--- config.mk ---
export PLATFORM = sky130hd
export DESIGN_NAME = memory_game_core
export DESIGN_NICKNAME = d
export VERILOG_FILES = /design/src/rtl/memory_game_pkg.sv /design/src/rtl/memory_game_core_lfsr.sv /design/src/rtl/memory_game_core.sv
export SDC_FILE = /design/constraint.sdc
export NUM_CORES = 1
export LEC_CHECK = 0
export ABC_CLOCK_PERIOD_IN_PS = 8000
export BUFFER_PORTS_ARGS = -buffer_cell sky130_fd_sc_hd__buf_2
export CAP_MARGIN = 20
export CORE_ASPECT_RATIO = 0.9
export CORE_MARGIN = 8
export CORE_UTILIZATION = 55
export DETAILED_ROUTE_END_ITERATION = 6
export HOLD_SLACK_MARGIN = 0.15
export PLACE_DENSITY = 0.73
export SKIP_LAST_GASP = 1
export SYNTH_ARGS = -nofsm -noshare
export SYNTH_HDL_FRONTEND = slang
export SYNTH_SLANG_ARGS = --single-unit
--- constraint.sdc ---
create_clock -name clk -period 8 [get_ports clk]
set_input_delay 0.8 -clock clk [delete_from_list [all_inputs] [get_ports clk]]
set_output_delay 0.8 -clock clk [all_outputs]
set_load 0.03 [all_outputs]
--- src/rtl/memory_game_pkg.sv ---
// Shared types and constants for the sequence-memory game engine.
// State codes stay plain 3-bit constants so game_state can be decoded by legacy consumers.
package memory_game_pkg;

   typedef logic [2:0] state_t;

   localparam state_t IDLE      = 3'd0;
   localparam state_t SHOW_ON   = 3'd1;
   localparam state_t SHOW_GAP  = 3'd2;
   localparam state_t INPUT     = 3'd3;
   localparam state_t GAME_OVER = 3'd4;

   typedef enum logic [1:0] {
      DIFF_EASY = 2'd0,
      DIFF_MED  = 2'd1,
      DIFF_HARD = 2'd2
   } diff_t;

   localparam logic [3:0] KEY_A      = 4'd10;
   localparam logic [3:0] KEY_B      = 4'd11;
   localparam logic [3:0] KEY_C      = 4'd12;
   localparam logic [3:0] KEY_SUBMIT = 4'd13;
   localparam logic [3:0] KEY_CLEAR  = 4'd14;
   localparam logic [3:0] KEY_ABORT  = 4'd15;

endpackage

--- src/rtl/memory_game_core_lfsr.sv ---
// Free-running 16-bit Fibonacci LFSR (taps 16,14,13,11) with the symbol folded into 0..NUM_SYMBOLS-1.
// sym is combinational from the current LFSR state; the register reloads SEED while rst is high.
module game_lfsr
   import memory_game_pkg::*;
#(
   parameter logic [15:0] SEED        = 16'hACE1,
   parameter int          SYM_BITS    = 4,
   parameter int          NUM_SYMBOLS = 10
)(
   input  logic                clk,
   input  logic                rst,
   output logic [SYM_BITS-1:0] sym
);

   localparam logic [SYM_BITS:0] NSYM = (SYM_BITS + 1)'(NUM_SYMBOLS);

   logic [15:0]         lfsr;
   logic                fb;
   logic [SYM_BITS-1:0] raw;

   assign fb = lfsr[15] ^ lfsr[13] ^ lfsr[12] ^ lfsr[10];

   always_ff @(posedge clk) begin
      if (rst) begin
         lfsr <= SEED;
      end else begin
         lfsr <= {lfsr[14:0], fb};
      end
   end

   // Alphabet is more than half the raw range, so a single subtraction always lands in range.
   assign raw = lfsr[SYM_BITS-1:0];
   assign sym = ({1'b0, raw} >= NSYM) ? (raw - NSYM[SYM_BITS-1:0]) : raw;

endmodule

--- src/rtl/memory_game_core.sv ---
// Sequence-memory game engine: shows a growing LFSR symbol sequence, then checks keyed replies.
// All outputs are registers that change on the same edge as the state; key events are never stalled.
module memory_game_core
   import memory_game_pkg::*;
#(
   parameter int          MAX_LEN        = 16,
   parameter int          SYM_BITS       = 4,
   parameter int          NUM_SYMBOLS    = 10,
   parameter int          ON_EASY        = 50000000,
   parameter int          ON_MED         = 30000000,
   parameter int          ON_HARD        = 15000000,
   parameter int          GAP_CYCLES     = 5000000,
   parameter int          TIMEOUT_CYCLES = 250000000,
   parameter int          LIVES          = 3,
   parameter logic [15:0] SEED           = 16'hACE1
)(
   input  logic                         clk,
   input  logic                         rst,
   input  logic                         key_valid,
   input  logic [3:0]                   key_code,
   output logic [13:0]                  disp_value,
   output logic                         disp_blank,
   output logic [2:0]                   game_state,
   output logic [13:0]                  score,
   output logic [13:0]                  high_score,
   output logic [$clog2(LIVES+1)-1:0]   lives_left,
   output logic                         win
);

   localparam int IDXW = (MAX_LEN > 1) ? $clog2(MAX_LEN) : 1;
   localparam int LENW = $clog2(MAX_LEN + 1);
   localparam int LVW  = $clog2(LIVES + 1);

   localparam logic [LENW-1:0] MAX_LEN_L = LENW'(MAX_LEN);
   localparam logic [LENW-1:0] LEN_ONE   = LENW'(1);
   localparam logic [IDXW-1:0] IDX_ONE   = IDXW'(1);
   localparam logic [LVW-1:0]  LIVES_L   = LVW'(LIVES);
   localparam logic [LVW-1:0]  LV_ONE    = LVW'(1);
   localparam logic [31:0]     GAP_LOAD  = 32'(GAP_CYCLES - 1);
   localparam logic [31:0]     TO_LOAD   = 32'(TIMEOUT_CYCLES - 1);
   localparam logic [4:0]      NSYM_KEY  = 5'(NUM_SYMBOLS);

   state_t              state;
   diff_t               diff;
   logic [31:0]         cnt;
   logic [IDXW-1:0]     idx;
   logic [LENW-1:0]     len;
   logic                buf_vld;
   logic [SYM_BITS-1:0] buf_val;
   logic [SYM_BITS-1:0] seq [MAX_LEN];
   logic [SYM_BITS-1:0] sym;

   logic                is_abort, is_start, is_digit, is_clear, is_submit;
   diff_t               key_diff;
   logic [SYM_BITS-1:0] seq_cur, seq_nxt, seq_first;
   logic                idx_last, timed_out, sub_ok, sub_bad;
   logic                lose_life, round_done, game_won;
   logic [13:0]         score_inc;
   logic [LVW-1:0]      lives_dec;
   logic                seq_we;
   logic [IDXW-1:0]     seq_wa;

   game_lfsr #(
      .SEED        (SEED),
      .SYM_BITS    (SYM_BITS),
      .NUM_SYMBOLS (NUM_SYMBOLS)
   ) u_lfsr (
      .clk (clk),
      .rst (rst),
      .sym (sym)
   );

   function automatic logic [31:0] on_cycles(input diff_t d);
      case (d)
         DIFF_EASY: return 32'(ON_EASY - 1);
         DIFF_MED:  return 32'(ON_MED - 1);
         default:   return 32'(ON_HARD - 1);
      endcase
   endfunction

   function automatic logic [13:0] max14(input logic [13:0] a, input logic [13:0] b);
      return (a > b) ? a : b;
   endfunction

   always_comb begin
      is_abort  = key_valid && (key_code == KEY_ABORT);
      is_start  = key_valid && ((key_code == KEY_A) || (key_code == KEY_B) || (key_code == KEY_C));
      is_digit  = key_valid && (key_code <= 4'd9) && ({1'b0, key_code} < NSYM_KEY);
      is_clear  = key_valid && (key_code == KEY_CLEAR);
      is_submit = key_valid && (key_code == KEY_SUBMIT);

      key_diff = DIFF_HARD;
      if (key_code == KEY_A) begin
         key_diff = DIFF_EASY;
      end else if (key_code == KEY_B) begin
         key_diff = DIFF_MED;
      end

      seq_cur   = seq[idx];
      seq_nxt   = seq[idx + IDX_ONE];
      seq_first = seq[0];
      idx_last  = (LENW'(idx) == (len - LEN_ONE));
      score_inc = score + 14'd1;
      lives_dec = lives_left - LV_ONE;

      // A key in the expiry cycle wins over the timeout, hence the !key_valid term.
      timed_out  = (state == INPUT) && !key_valid && (TIMEOUT_CYCLES != 0) && (cnt == '0);
      sub_ok     = is_submit && buf_vld && (buf_val == seq_cur);
      sub_bad    = is_submit && buf_vld && (buf_val != seq_cur);
      lose_life  = (state == INPUT) && (sub_bad || timed_out);
      round_done = (state == INPUT) && sub_ok && idx_last;
      game_won   = round_done && (len == MAX_LEN_L);

      seq_we = ((state == IDLE) || (state == GAME_OVER)) && is_start;
      seq_wa = '0;
      if (round_done && !game_won) begin
         seq_we = 1'b1;
         seq_wa = len[IDXW-1:0];
      end
   end

   always_ff @(posedge clk) begin
      if (seq_we) begin
         seq[seq_wa] <= sym;
      end
   end

   always_ff @(posedge clk) begin
      if (rst) begin
         state      <= IDLE;
         diff       <= DIFF_EASY;
         cnt        <= '0;
         idx        <= '0;
         len        <= '0;
         buf_vld    <= 1'b0;
         buf_val    <= '0;
         disp_value <= '0;
         disp_blank <= 1'b0;
         score      <= '0;
         high_score <= '0;
         lives_left <= LIVES_L;
         win        <= 1'b0;
      end else if (is_abort && (state != IDLE)) begin
         state      <= IDLE;
         cnt        <= '0;
         buf_vld    <= 1'b0;
         disp_value <= '0;
         disp_blank <= 1'b0;
      end else begin
         case (state)
            IDLE, GAME_OVER: begin
               if (is_start) begin
                  state      <= SHOW_ON;
                  diff       <= key_diff;
                  cnt        <= on_cycles(key_diff);
                  idx        <= '0;
                  len        <= LEN_ONE;
                  buf_vld    <= 1'b0;
                  score      <= '0;
                  lives_left <= LIVES_L;
                  win        <= 1'b0;
                  disp_value <= 14'(sym);
                  disp_blank <= 1'b0;
               end
            end

            SHOW_ON, SHOW_GAP: begin
               if (cnt != '0) begin
                  cnt <= cnt - 32'd1;
               end else if ((state == SHOW_ON) && (GAP_CYCLES != 0)) begin
                  state      <= SHOW_GAP;
                  cnt        <= GAP_LOAD;
                  disp_blank <= 1'b1;
               end else if (!idx_last) begin
                  state      <= SHOW_ON;
                  idx        <= idx + IDX_ONE;
                  cnt        <= on_cycles(diff);
                  disp_value <= 14'(seq_nxt);
                  disp_blank <= 1'b0;
               end else begin
                  state      <= INPUT;
                  idx        <= '0;
                  buf_vld    <= 1'b0;
                  cnt        <= TO_LOAD;
                  disp_blank <= 1'b1;
               end
            end

            INPUT: begin
               if (lose_life) begin
                  lives_left <= lives_dec;
                  idx        <= '0;
                  buf_vld    <= 1'b0;
                  disp_blank <= 1'b0;
                  if (lives_dec == '0) begin
                     state      <= GAME_OVER;
                     disp_value <= score;
                     high_score <= max14(high_score, score);
                  end else begin
                     state      <= SHOW_ON;
                     cnt        <= on_cycles(diff);
                     disp_value <= 14'(seq_first);
                  end
               end else if (round_done) begin
                  score      <= score_inc;
                  idx        <= '0;
                  buf_vld    <= 1'b0;
                  disp_blank <= 1'b0;
                  if (game_won) begin
                     state      <= GAME_OVER;
                     win        <= 1'b1;
                     disp_value <= score_inc;
                     high_score <= max14(high_score, score_inc);
                  end else begin
                     state      <= SHOW_ON;
                     len        <= len + LEN_ONE;
                     cnt        <= on_cycles(diff);
                     disp_value <= 14'(seq_first);
                  end
               end else if (key_valid) begin
                  cnt <= TO_LOAD;
                  if (is_digit) begin
                     buf_vld    <= 1'b1;
                     buf_val    <= SYM_BITS'(key_code);
                     disp_value <= 14'(key_code);
                     disp_blank <= 1'b0;
                  end else if (is_clear) begin
                     buf_vld    <= 1'b0;
                     disp_blank <= 1'b1;
                  end else if (sub_ok) begin
                     idx     <= idx + IDX_ONE;
                     buf_vld <= 1'b0;
                  end
               end else if (TIMEOUT_CYCLES != 0) begin
                  cnt <= cnt - 32'd1;
               end
            end

            default: state <= IDLE;
         endcase
      end
   end

   assign game_state = state;

endmodule
==> results of run 1 <==
cell families after synthesis:
logic type               count (synthesis)
multiplexers                            52
AO/OA/AOI/OAI                          299
flip-flops                             181
adder cells (fa/ha/maj)                 36
XOR/XNOR                                49
AND/OR/NAND/NOR                        410
buffers and inverters                  101
layout by cell type, fill, tap and decap left out, types with 8 or more instances in the layout:
master / synthesis / routed
nor2_1: 150 / 150
dfxtp_1: 117 / 117
nand2_1: 79 / 79
a21oi_1: 79 / 79
o21ai_0: 77 / 75
edfxtp_1: 64 / 64
buf_2: 13 / 55
nor3_1: 37 / 37
inv_1: 33 / 33
ha_1: 32 / 32
xnor2_1: 30 / 30
mux4_2: 27 / 27
nor2b_1: 25 / 25
nand3_1: 24 / 24
a31oi_1: 21 / 21
xor2_1: 19 / 19
mux2i_1: 17 / 17
clkbuf_16: 0 / 17
buf_4: 3 / 17
a211oi_1: 16 / 16
a21o_1: 15 / 15
or2_2: 14 / 14
or3_1: 12 / 12
o22ai_1: 11 / 11
a211oi_2: 9 / 9
nand4_1: 8 / 8
nor4_1: 9 / 8
a221oi_1: 8 / 8
routing by layer:
metal,up-vias,GRT usage,share of wire
met5,-,0,0
met4,0,0.0592,0.014
met3,38,0.0596,0.11
met2,582,0.365,0.43
met1,4352,0.374,0.44
li1,4212,-,-
worst max path at each step:
stage	start	to	slack (ns)	cells after the start
final	flip-flop	seq[0][1]	3.50	8
after global routing	flip-flop	cnt[2]	3.04	10
after CTS	flip-flop	seq[0][1]	3.51	8
after detailed placement	flip-flop	seq[0][1]	3.51	8
after global placement	flip-flop	seq[0][0]	3.62	8
after floorplan	score[1]	high_score[7]	4.25	13
metrics by stage:
stage	hold slack, ns	std cells	instance area [um^2]
after floorplan	0.389	1128	10500
after global placement	0.394	1380	10800
after detailed placement	0.397	1381	10900
after CTS	0.412	1413	11500
after global routing	0.424	1416	11500
final	0.413	1416	11500
power groups by stage:
stage / Sequential, uW / Clock, uW / Combinational, uW
after global routing: 1110 / 944 / 1040
after detailed placement: 1120 / 0 / 903
final: 1100 / 901 / 939
after global placement: 1120 / 0 / 891
after floorplan: 1110 / 0 / 675
after CTS: 1100 / 908 / 911
cell type report:
class / instances / share of cell area
multi-input cells: 846 / 0.499
flip-flops and latches: 181 / 0.369
repair buffers: 73 / 0.0373
clock buffers: 17 / 0.0369
well taps: 250 / 0.0271
clock inverters: 15 / 0.0190
inverters: 34 / 0.0111
flip-flops by register name, indices dropped and copies added (netlist names), 2 cells and up, named ones only:
register	flops
len	5
disp_value	14
lives_left	2
cnt	32
u_lfsr.lfsr	16
high_score	14
seq	64
game_state	3
buf_val	4
diff	2
score	14
idx	4
critical path, stage by stage, from the launching register on:
cell	delay, ns
dfxtp_1	0.98
mux4_2	0.41
mux4_2	0.50
xor2_1	0.16
a311o_2	0.38
or3_1	0.70
nor2_2	0.32
nand2_1	0.18
o31ai_1	0.52
==> results.sh, run 1 <==
export IMPL_p_leak_uw=0.00419
export IMPL_synthTopCellsByCount="150 x nor2_1, 117 x dfxtp_1, 79 x a21oi_1, 79 x nand2_1, 77 x o21ai_0"
export IMPL_synthAdderAreaFrac=0.0424
export IMPL_grt_max_degree=60
export IMPL_synth_seq_area_share=0.408
export IMPL_drt_first_pass_iters=6
export IMPL_portBuffers=55
export IMPL_finalHoldViolCount=0
export IMPL_synth_edff_count=64
export IMPL_min_path_type="flip-flop to flip-flop"
export IMPL_endpoint_kind="flip-flop"
export IMPL_tightest_slew_ns=1.05
export IMPL_clock_path_buffers=2
export IMPL_worstSetupStartpointType="flip-flop"
export IMPL_rsz0062_at_grt="false"
export IMPL_ys_top_cells_by_area="dfxtp_1 22%, edfxtp_1 18%, mux4_2 5.8%"
export IMPL_whs_endpoint="u_lfsr.lfsr[15]"
export IMPL_n_antenna_cell=0
export IMPL_post_route_min_period_ns=4.50
export IMPL_r2r_cells=8
export IMPL_clockPowerShare=0.306
export IMPL_reg2reg_to="seq[0][1]"
export IMPL_finalNetCount=1192
export IMPL_h_tree_depth=4
export IMPL_drive_gt1_frac=0.167
export IMPL_cp_required_ns=8.08
export IMPL_status="finished clean"
export IMPL_synth_top_area_cell="dfxtp_1"
export IMPL_num_fill_cells=1571
export IMPL_ir_drop_mv=0.196
export IMPL_rows=48
export IMPL_synth_simple_gate_area_frac=0.193
export IMPL_dpl_hpwl_mm=21.2
export IMPL_core_um2=18900
export IMPL_clk_pin_slew_worst_paths_ns=0.08
export IMPL_synthMuxAreaShare=0.0845
export IMPL_tritoncts="done"
export IMPL_period_share=0.563
export IMPL_gp_congestion=0.964
export IMPL_p_seq_frac=0.374
export IMPL_worstHoldStart="u_lfsr.lfsr[14]"
export IMPL_rrSetupSlack_ns=3.50
export IMPL_track_usage=0.253
export IMPL_grt_pass1_vias=8283
export IMPL_cts_setup_buffers=0
export IMPL_ys_seq_elements=181
export IMPL_drv_cap=0
export IMPL_swShare=0.397
export IMPL_syn_num_nets=1167
export IMPL_power_uw=2940
export IMPL_antenna_found_initial=0
export IMPL_multiInputGateArea_um2=5760
export IMPL_critical_path_class="flip-flop to flip-flop"
export IMPL_synth_most_common_cell="nor2_1"
export IMPL_syn_area_um2=10500
export IMPL_clock_sinks=181
export IMPL_critPathMaxFanout=25
export IMPL_dp_slack_ns=3.51
export IMPL_num_vias=9184
export IMPL_grt_overflow_total=0
export IMPL_start_util=0.553
export IMPL_ctsRootBufferMaster="clkbuf_16"
export IMPL_synth_top_cell_area_share=0.224
export IMPL_yosys_warnings=0
export IMPL_syn_avg_cell_area_um2=9.27
export IMPL_clock_skew_ns=0.0167
export IMPL_area_delta_synth_final_pct=10.4
export IMPL_power_density_nw_per_um2=255
export IMPL_drc=0
export IMPL_top_level_ports=56
export IMPL_wl_mm=30.1
export IMPL_ys_types=86
export IMPL_synth_top_family_by_area="simple AND/OR/NAND/NOR gates"
export IMPL_maxSlewViolCount=0
export IMPL_clk_latency_ns=0.45
export IMPL_drtIter0Drc=1309
export IMPL_synth_ff_type="dfxtp_1"
export IMPL_fmax_mhz=222
export IMPL_vias_per_cell=6.49
export IMPL_final_setup_tns_ns=0
export IMPL_synthArstFlopShare=0
export IMPL_hold_buffers=0
export IMPL_grt_pass1_wl_mm=47.7
export IMPL_regArea_um2=4260
export IMPL_setup_slack_ns=3.50
export IMPL_synth_xor_area_frac=0.0410
export IMPL_cts_buffers=17
export IMPL_final_core_utilization=0.610
export IMPL_cp_arrival_ns=4.59
export IMPL_p_comb_frac=0.319
export IMPL_die_width_um=161
export IMPL_setup_viol=0
export IMPL_synth_cells=1128
export IMPL_final_antenna_net_count=0
export IMPL_hold_depth=1
export IMPL_synth_compound_area_share=0.190
export IMPL_slew_headroom=0.298
export IMPL_wl_per_cell_um=21.3
export IMPL_die_area_um2=23700
export IMPL_fp_dieH_um=147
export IMPL_switching_power_uw=1170
export IMPL_cts_resized=0
export IMPL_p_int_uw=1770
No activity file was read; power rests on OpenSTA's default activity.
==> run 2: changes to the inputs <==
--- a/config.mk
+++ b/config.mk
@@ -5,7 +5,8 @@
 export SDC_FILE = /design/constraint.sdc
 export NUM_CORES = 1
 export LEC_CHECK = 0
-export ABC_CLOCK_PERIOD_IN_PS = 8000
+export ABC_AREA = 1
+export ABC_CLOCK_PERIOD_IN_PS = 3800
 export BUFFER_PORTS_ARGS = -buffer_cell sky130_fd_sc_hd__buf_2
 export CAP_MARGIN = 20
 export CORE_ASPECT_RATIO = 0.9
@@ -13,7 +14,7 @@
 export CORE_UTILIZATION = 55
 export DETAILED_ROUTE_END_ITERATION = 6
 export HOLD_SLACK_MARGIN = 0.15
-export PLACE_DENSITY = 0.73
+export PLACE_DENSITY = 0.76
 export SKIP_LAST_GASP = 1
 export SYNTH_ARGS = -nofsm -noshare
 export SYNTH_HDL_FRONTEND = slang
==> constraint.sdc (replaced) <==
create_clock -name clk -period 3.8 [get_ports clk]
set_input_delay 0.38 -clock clk [delete_from_list [all_inputs] [get_ports clk]]
set_output_delay 0.38 -clock clk [all_outputs]
set_load 0.03 [all_outputs]
==> run 2 against run 1 <==
  * Sequential share of layout area fell by 2.2 points
  * Sequential power rose by 120%
  * Clock skew fell by 0.00065 ns
  * Largest cell class unchanged
  * Global-route usage rose by 0.67 points
  * Utilization rose by 0.54 points
  * Maximum frequency rose by 31%
  * Clock power rose by 110%
  * Flip-flop and latch count did not move
  * Count of clock-buffer cells in the layout did not move
  * First-iteration DRC count rose by 15%
==> results.sh, run 2 <==
export IMPL_power_density_nw_per_um2=634
export IMPL_synthMuxAreaShare=0.000896
export IMPL_critPathMaxFanout=27
export IMPL_synth_compound_area_share=0.151
export IMPL_largest_register="seq"
export IMPL_synth_ff_type="dfxtp_1"
export IMPL_finalNetCount=1674
export IMPL_finalHoldViolCount=0
export IMPL_maxSlewViolCount=0
export IMPL_period_share=0.907
export IMPL_tightest_slew_ns=0.990
export IMPL_h_tree_depth=4
export IMPL_min_path_type="input pin to flip-flop"
export IMPL_cpMostUsedCell="nor2_1"
export IMPL_fmax_mhz=290
export IMPL_clk_pin_slew_worst_paths_ns=0.08
export IMPL_clock_skew_ns=0.0160
export IMPL_top_level_ports=56
export IMPL_ys_types=50
export IMPL_drc=0
export IMPL_num_fill_cells=1808
export IMPL_placed_cell_area_um2=11600
export IMPL_core_um2=19900
export IMPL_area_delta_synth_final_pct=9.84
export IMPL_endpoint_kind="flip-flop"
export IMPL_finish_instance_area_um2=12300
export IMPL_ys_seq_elements=181
export IMPL_gp_congestion=0.990
export IMPL_grt_pass1_wl_mm=52.4
export IMPL_drv_cap=0
export IMPL_portBuffers=55
export IMPL_final_setup_tns_ns=0
export IMPL_final_core_utilization=0.616
export IMPL_antenna_found_initial=0
export IMPL_crit_chain="inv_1 > nor3_4 > nand2_1 > nor3_1 > nand4_1 > xor2_1 > inv_1 > ha_1 > a31o_2 > nor2_1 > nand2_1 > nor2_1 > nor2_2 > nand2_2 > nand3_4 > o21ai_0 > nor2_1"
export IMPL_fp_dieH_um=151
export IMPL_worstHoldStart="key_code[2]"
export IMPL_ir_drop_mv=0.388
export IMPL_rows=49
export IMPL_synth_seq_area_share=0.382
export IMPL_cts_setup_buffers=0
export IMPL_synth_top_area_cell="dfxtp_1"
export IMPL_clk_latency_ns=0.45
export IMPL_synthAdderAreaFrac=0.0359
export IMPL_cts_buffers=17
export IMPL_dp_cells=1871
export IMPL_ys_top_cells_by_area="dfxtp_1 21%, edfxtp_1 17%, nand2_1 12%"
export IMPL_power_uw=7780
export IMPL_die_area_um2=25100
export IMPL_status="finished clean"
export IMPL_synth_cells=1595
export IMPL_grt_max_degree=48
export IMPL_syn_avg_cell_area_um2=7.00
export IMPL_crit_family="simple AND/OR/NAND/NOR gates"
export IMPL_r2r_cells=17
export IMPL_rrSetupSlack_ns=0.35
export IMPL_vias_per_cell=5.83
export IMPL_cp_required_ns=4.14
export IMPL_cp_arrival_ns=3.78
export IMPL_largest_reg_flops=64
export IMPL_reg2reg_to="high_score[0]"
export IMPL_fin_cells=1903
export IMPL_p_leak_uw=0.00541
export IMPL_synth_xor_area_frac=0.0345
export IMPL_syn_num_nets=1634
export IMPL_ctsRootBufferMaster="clkbuf_16"
export IMPL_synth_simple_gate_area_frac=0.296
export IMPL_grt_pass1_vias=10206
export IMPL_synth_most_common_cell="nand2_1"
export IMPL_post_route_min_period_ns=3.45
export IMPL_mostFrequentLayoutCells="344 x nand2_1, 207 x nor2_1, 200 x inv_1, 133 x o21ai_0"
export IMPL_synth_top_cell_area_share=0.210
export IMPL_start_util=0.560
export IMPL_path_buf_inv=2
export IMPL_num_vias=11100
export IMPL_wl_mm=33.2
export IMPL_dpl_hpwl_mm=23.5
export IMPL_worstSetupStartpointType="flip-flop"
export IMPL_track_usage=0.260
export IMPL_yosys_warnings=0
export IMPL_drive_gt1_frac=0.101
export IMPL_final_antenna_net_count=0
export IMPL_synthArstFlopShare=0
export IMPL_whs_endpoint="buf_val[2]"
export IMPL_timing_rr_start="score[0]"
export IMPL_drtIter0Drc=1502
export IMPL_cpPeakStageDelay_ns=0.42
export IMPL_n_antenna_cell=0
export IMPL_grt_overflow_total=0
export IMPL_reg_top3="seq (64), cnt (32), u_lfsr.lfsr (16)"
export IMPL_cpMaxStageDelayCell="dfxtp_2"
export IMPL_setup_viol=0
export IMPL_clock_sinks=181
export IMPL_syn_area_um2=11200
export IMPL_drt_first_pass_iters=7
export IMPL_rsz0062_at_grt="false"
export IMPL_tritoncts="done"
export IMPL_synth_edff_count=64
export IMPL_slew_headroom=0.340
export IMPL_mostFrequentLayoutCell="nand2_1"
export IMPL_wl_per_cell_um=17.4
export IMPL_synth_top_family_by_area="simple AND/OR/NAND/NOR gates"
export IMPL_die_width_um=166
export IMPL_hold_depth=3
export IMPL_clock_path_buffers=2
export IMPL_critical_path_class="flip-flop to flip-flop"
export IMPL_synthTopCellsByCount="344 x nand2_1, 207 x nor2_1, 200 x inv_1"
-- run 2: power breakdown --
part / internal (uW) / switching, uW
combinational: 1050 / 2460
sequential: 2210 / 177
clock: 919 / 953
-- run 2: tightest hold or removal path: stages --
cell     delay, ns
buf_2         0.13
inv_1         0.09
a21oi_1       0.06
-- run 2: kinds of logic after synthesis --
kind of cell	Yosys count
compound gates	312
flops	181
buf+inv	271
simple gates	754
fa+ha+maj	32
xor+xnor	44
mux	1
-- run 2: metal layers --
layer  wire length, um  global-route usage
met1             14000               0.354
met2             14400               0.394
met3              3830              0.0628
met4              1010              0.0985
met5                 0                   0
-- run 2: cell type report --
cell class | instances | area (um^2) | share of cell area
clock buffer | 17 | 425 | 0.0347
sequential | 181 | 4270 | 0.348
timing repair buffer | 79 | 455 | 0.0371
tap | 255 | 319 | 0.0260
clock inverter | 15 | 209 | 0.0170
inverter | 213 | 805 | 0.0656
multi-input combinational | 1143 | 5790 | 0.472
-- run 2: worst max-delay path by stage --
stage,start,to,slack [ns],cells after the start
2_1_floorplan,score[0],high_score[13],0.62,18
3_5_place_dp,score[0],high_score[0],0.32,17
4_1_cts,score[0],high_score[0],0.27,17
3_3_place_gp,score[0],high_score[0],0.50,17
5_1_grt,score[2],high_score[0],0.06,17
6_report,score[0],high_score[0],0.35,17
-- run 2: per-stage QoR --
step	hold slack [ns]	worst slack (ns)
final	0.267	0.354
after global routing	0.267	0.0615
after CTS	0.255	0.272
after detailed placement	0.395	0.320
after global placement	0.392	0.496
after floorplan	0.388	0.623
-- run 2: what timing repair did --
action                     in CTS  in global routing
gates resized for setup         0                  1
hold buffers                    0                  0
setup endpoints to repair       0                  7
==> run 3: changes to the inputs <==
--- a/config.mk
+++ b/config.mk
@@ -6,7 +6,7 @@
 export NUM_CORES = 1
 export LEC_CHECK = 0
 export ABC_AREA = 1
-export ABC_CLOCK_PERIOD_IN_PS = 3800
+export ABC_CLOCK_PERIOD_IN_PS = 4400
 export BUFFER_PORTS_ARGS = -buffer_cell sky130_fd_sc_hd__buf_2
 export CAP_MARGIN = 20
 export CORE_ASPECT_RATIO = 0.9
@@ -14,7 +14,7 @@
 export CORE_UTILIZATION = 55
 export DETAILED_ROUTE_END_ITERATION = 6
 export HOLD_SLACK_MARGIN = 0.15
-export PLACE_DENSITY = 0.76
+export PLACE_DENSITY = 0.73
 export SKIP_LAST_GASP = 1
 export SYNTH_ARGS = -nofsm -noshare
 export SYNTH_HDL_FRONTEND = slang
==> constraint.sdc (replaced) <==
create_clock -name clk -period 4.4 [get_ports clk]
set_input_delay 0.44 -clock clk [delete_from_list [all_inputs] [get_ports clk]]
set_output_delay 0.44 -clock clk [all_outputs]
set_load 0.03 [all_outputs]
==> run 3 against run 2 <==
  * The run now ends with design-rule violations left
  * Count of clock-buffer cells in the layout stayed put
  * Critical path type unchanged
  * Largest power group unchanged
  * Wire length decreased by 0.96%
  * First-iteration DRC count decreased by 2.2%
  * Power down 14%
  * Highest routed layer unchanged
  * Combinational power shrank 15%
  * Die area is the same
  * Hold slack improved by 0.046 ns
  * Cell count decreased by 0.47%
  * Non-clock buffer count decreased by 9
  * Flip-flop and latch count stayed put
==> results.sh, run 3 (synthesized netlist as in run 2, its figures left out) <==
export IMPL_die_width_um=166
export IMPL_fmax_mhz=272
export IMPL_track_usage=0.261
export IMPL_cts_resized=0
export IMPL_gp_congestion=0.984
export IMPL_core_um2=19900
export IMPL_ctsRootBufferMaster="clkbuf_16"
export IMPL_critical_path_class="flip-flop to flip-flop"
export IMPL_status="complete, but fails checks"
export IMPL_portBuffers=55
export IMPL_crit_chain="inv_1 > nor3_4 > nand2_1 > nor3_1 > nand4_1 > xor2_1 > inv_1 > ha_1 > a31o_2 > nor2_1 > nand2_1 > nor2_1 > nor2_2 > nand2_2 > nand3_4 > o21ai_0 > nor2_1"
export IMPL_cpMostUsedCell="nor2_1"
export IMPL_hold_buffers=0
export IMPL_clk_latency_ns=0.46
export IMPL_h_tree_depth=4
export IMPL_multiInputGateArea_um2=5790
export IMPL_clock_sinks=181
export IMPL_slew_headroom=0.324
export IMPL_clock_path_buffers=2
export IMPL_cts_buffers=17
export IMPL_mostFrequentLayoutCells="344 x nand2_1, 207 x nor2_1, 200 x inv_1, 133 x o21ai_0, 117 x dfxtp_1"
export IMPL_busiest_layer="met2"
export IMPL_drt_first_pass_iters=7
export IMPL_p_leak_uw=0.00538
export IMPL_cts_setup_buffers=0
export IMPL_cpMaxStageDelayCell="dfxtp_1"
export IMPL_violations="design-rule violations"
export IMPL_start_util=0.560
export IMPL_n_antenna_cell=0
export IMPL_rows=49
export IMPL_timing_rr_start="score[0]"
export IMPL_setup_viol=0
export IMPL_worstSetupStartpointType="flip-flop"
export IMPL_drv_cap=0
export IMPL_gr_usage_met2=0.406
export IMPL_post_route_min_period_ns=3.67
export IMPL_final_setup_tns_ns=0
export IMPL_clk_pin_slew_worst_paths_ns=0.08
export IMPL_grt_pass1_wl_mm=52.8
export IMPL_maxSlewViolCount=0
export IMPL_path_buf_inv=2
export IMPL_critPathMaxFanout=27
export IMPL_startpoint="score[0]"
export IMPL_reg_top3="seq (64), cnt (32), u_lfsr.lfsr (16)"
export IMPL_final_antenna_net_count=0
export IMPL_crit_family="simple AND/OR/NAND/NOR gates"
export IMPL_cp_arrival_ns=4.02
export IMPL_tightest_slew_ns=1.01
export IMPL_largest_reg_flops=64
export IMPL_finalHoldViolCount=0
export IMPL_largest_register="seq"
export IMPL_num_vias=10854
export IMPL_num_fill_cells=1799
export IMPL_die_area_um2=25100
export IMPL_antenna_found_initial=0
export IMPL_endpoint_kind="flip-flop"
export IMPL_min_path_type="input pin to flip-flop"
export IMPL_vias_per_cell=5.73
export IMPL_period_share=0.834
export IMPL_grt_max_degree=42
export IMPL_rsz0062_at_grt="false"
export IMPL_wl_per_cell_um=17.4
export IMPL_use_met1=0.353
export IMPL_tritoncts="done"
export IMPL_wl_mm=32.9
export IMPL_fp_dieH_um=151
export IMPL_ir_drop_mv=0.278
export IMPL_regArea_um2=4260
export IMPL_worstHoldStart="key_code[2]"
export IMPL_cp_required_ns=4.75
export IMPL_placed_cell_area_um2=11600
export IMPL_drive_gt1_frac=0.0958
export IMPL_drtIter0Drc=1469
export IMPL_dpl_hpwl_mm=23.6
export IMPL_grt_pass1_vias=10124
export IMPL_clock_skew_ns=0.0171
export IMPL_cpPeakStageDelay_ns=0.52
export IMPL_grt_overflow_total=0
export IMPL_finish_instance_area_um2=12200
export IMPL_area_delta_synth_final_pct=9.42
export IMPL_drc=4
export IMPL_power_density_nw_per_um2=549
export IMPL_mostFrequentLayoutCell="nand2_1"
export IMPL_met3_usage=0.0565
export IMPL_top_level_ports=56
export IMPL_finalNetCount=1665
==> run 3: changes by cell type in the layout (fill, tap and decap cells not counted), sizes merged <==
cell	before	now
buf	79	70
==> run 3: layout make-up <==
cell class                 instances  share of cell area
timing repair buffer              70              0.0317
inverter                         213              0.0658
clock inverter                    15              0.0186
tap                              255              0.0261
clock buffer                      17              0.0348
sequential                       181               0.349
multi-input combinational       1143               0.474
==> run 3: worst reg2reg max path: stages (launching register included) <==
cell and delay, ns:
dfxtp_1 0.52, inv_1 0.20, nor3_4 0.36, nand2_1 0.12
nor3_1 0.25, nand4_1 0.15, xor2_1 0.25, inv_1 0.09
ha_1 0.31, a31o_2 0.25, nor2_1 0.14, nand2_1 0.07
nor2_1 0.11, nor2_2 0.06, nand2_2 0.07, nand3_4 0.28
o21ai_0 0.27, nor2_1 0.06
==> run 3: layer usage <==
layer	routed length, um	part of all wire
met2	14400	0.44
met3	3160	0.096
met1	14400	0.44
met4	879	0.027
met5	0	0
==> run 3: report_power, final <==
group	switching (uW)	leakage (uW)	internal (uW)
logic	2110	0.00352	881
registers	163	0.00154	1910
clock network	836	0.000312	806
total	3100	0.00538	3600
==> run 3: final timing paths <==
| path | slack [ns] | cells past startpoint | to |
|---|---|---|---|
| worst max-delay path | 0.73 | 17 | high_score[0] |
| worst min-delay path | 0.31 | 3 | buf_val[2] |
| worst max register to register | 0.73 | 17 | high_score[0] |
| worst min register to register | 0.41 | 2 | u_lfsr.lfsr[12] |
==> run 3: metrics by stage <==
step | hold WS [ns] | instances | setup slack, ns | util | power, uW
4_1_cts | 0.311 | 1894 | 0.736 | 0.613 | 6630
3_5_place_dp | 0.394 | 1862 | 0.770 | 0.580 | 4990
3_3_place_gp | 0.391 | 1862 | 0.816 | 0.580 | 4950
2_1_floorplan | 0.388 | 1595 | 1.22 | - | 4260
5_1_grt | 0.318 | 1894 | 0.479 | 0.613 | 7120
6_report | 0.313 | 1894 | 0.729 | 0.613 | 6700
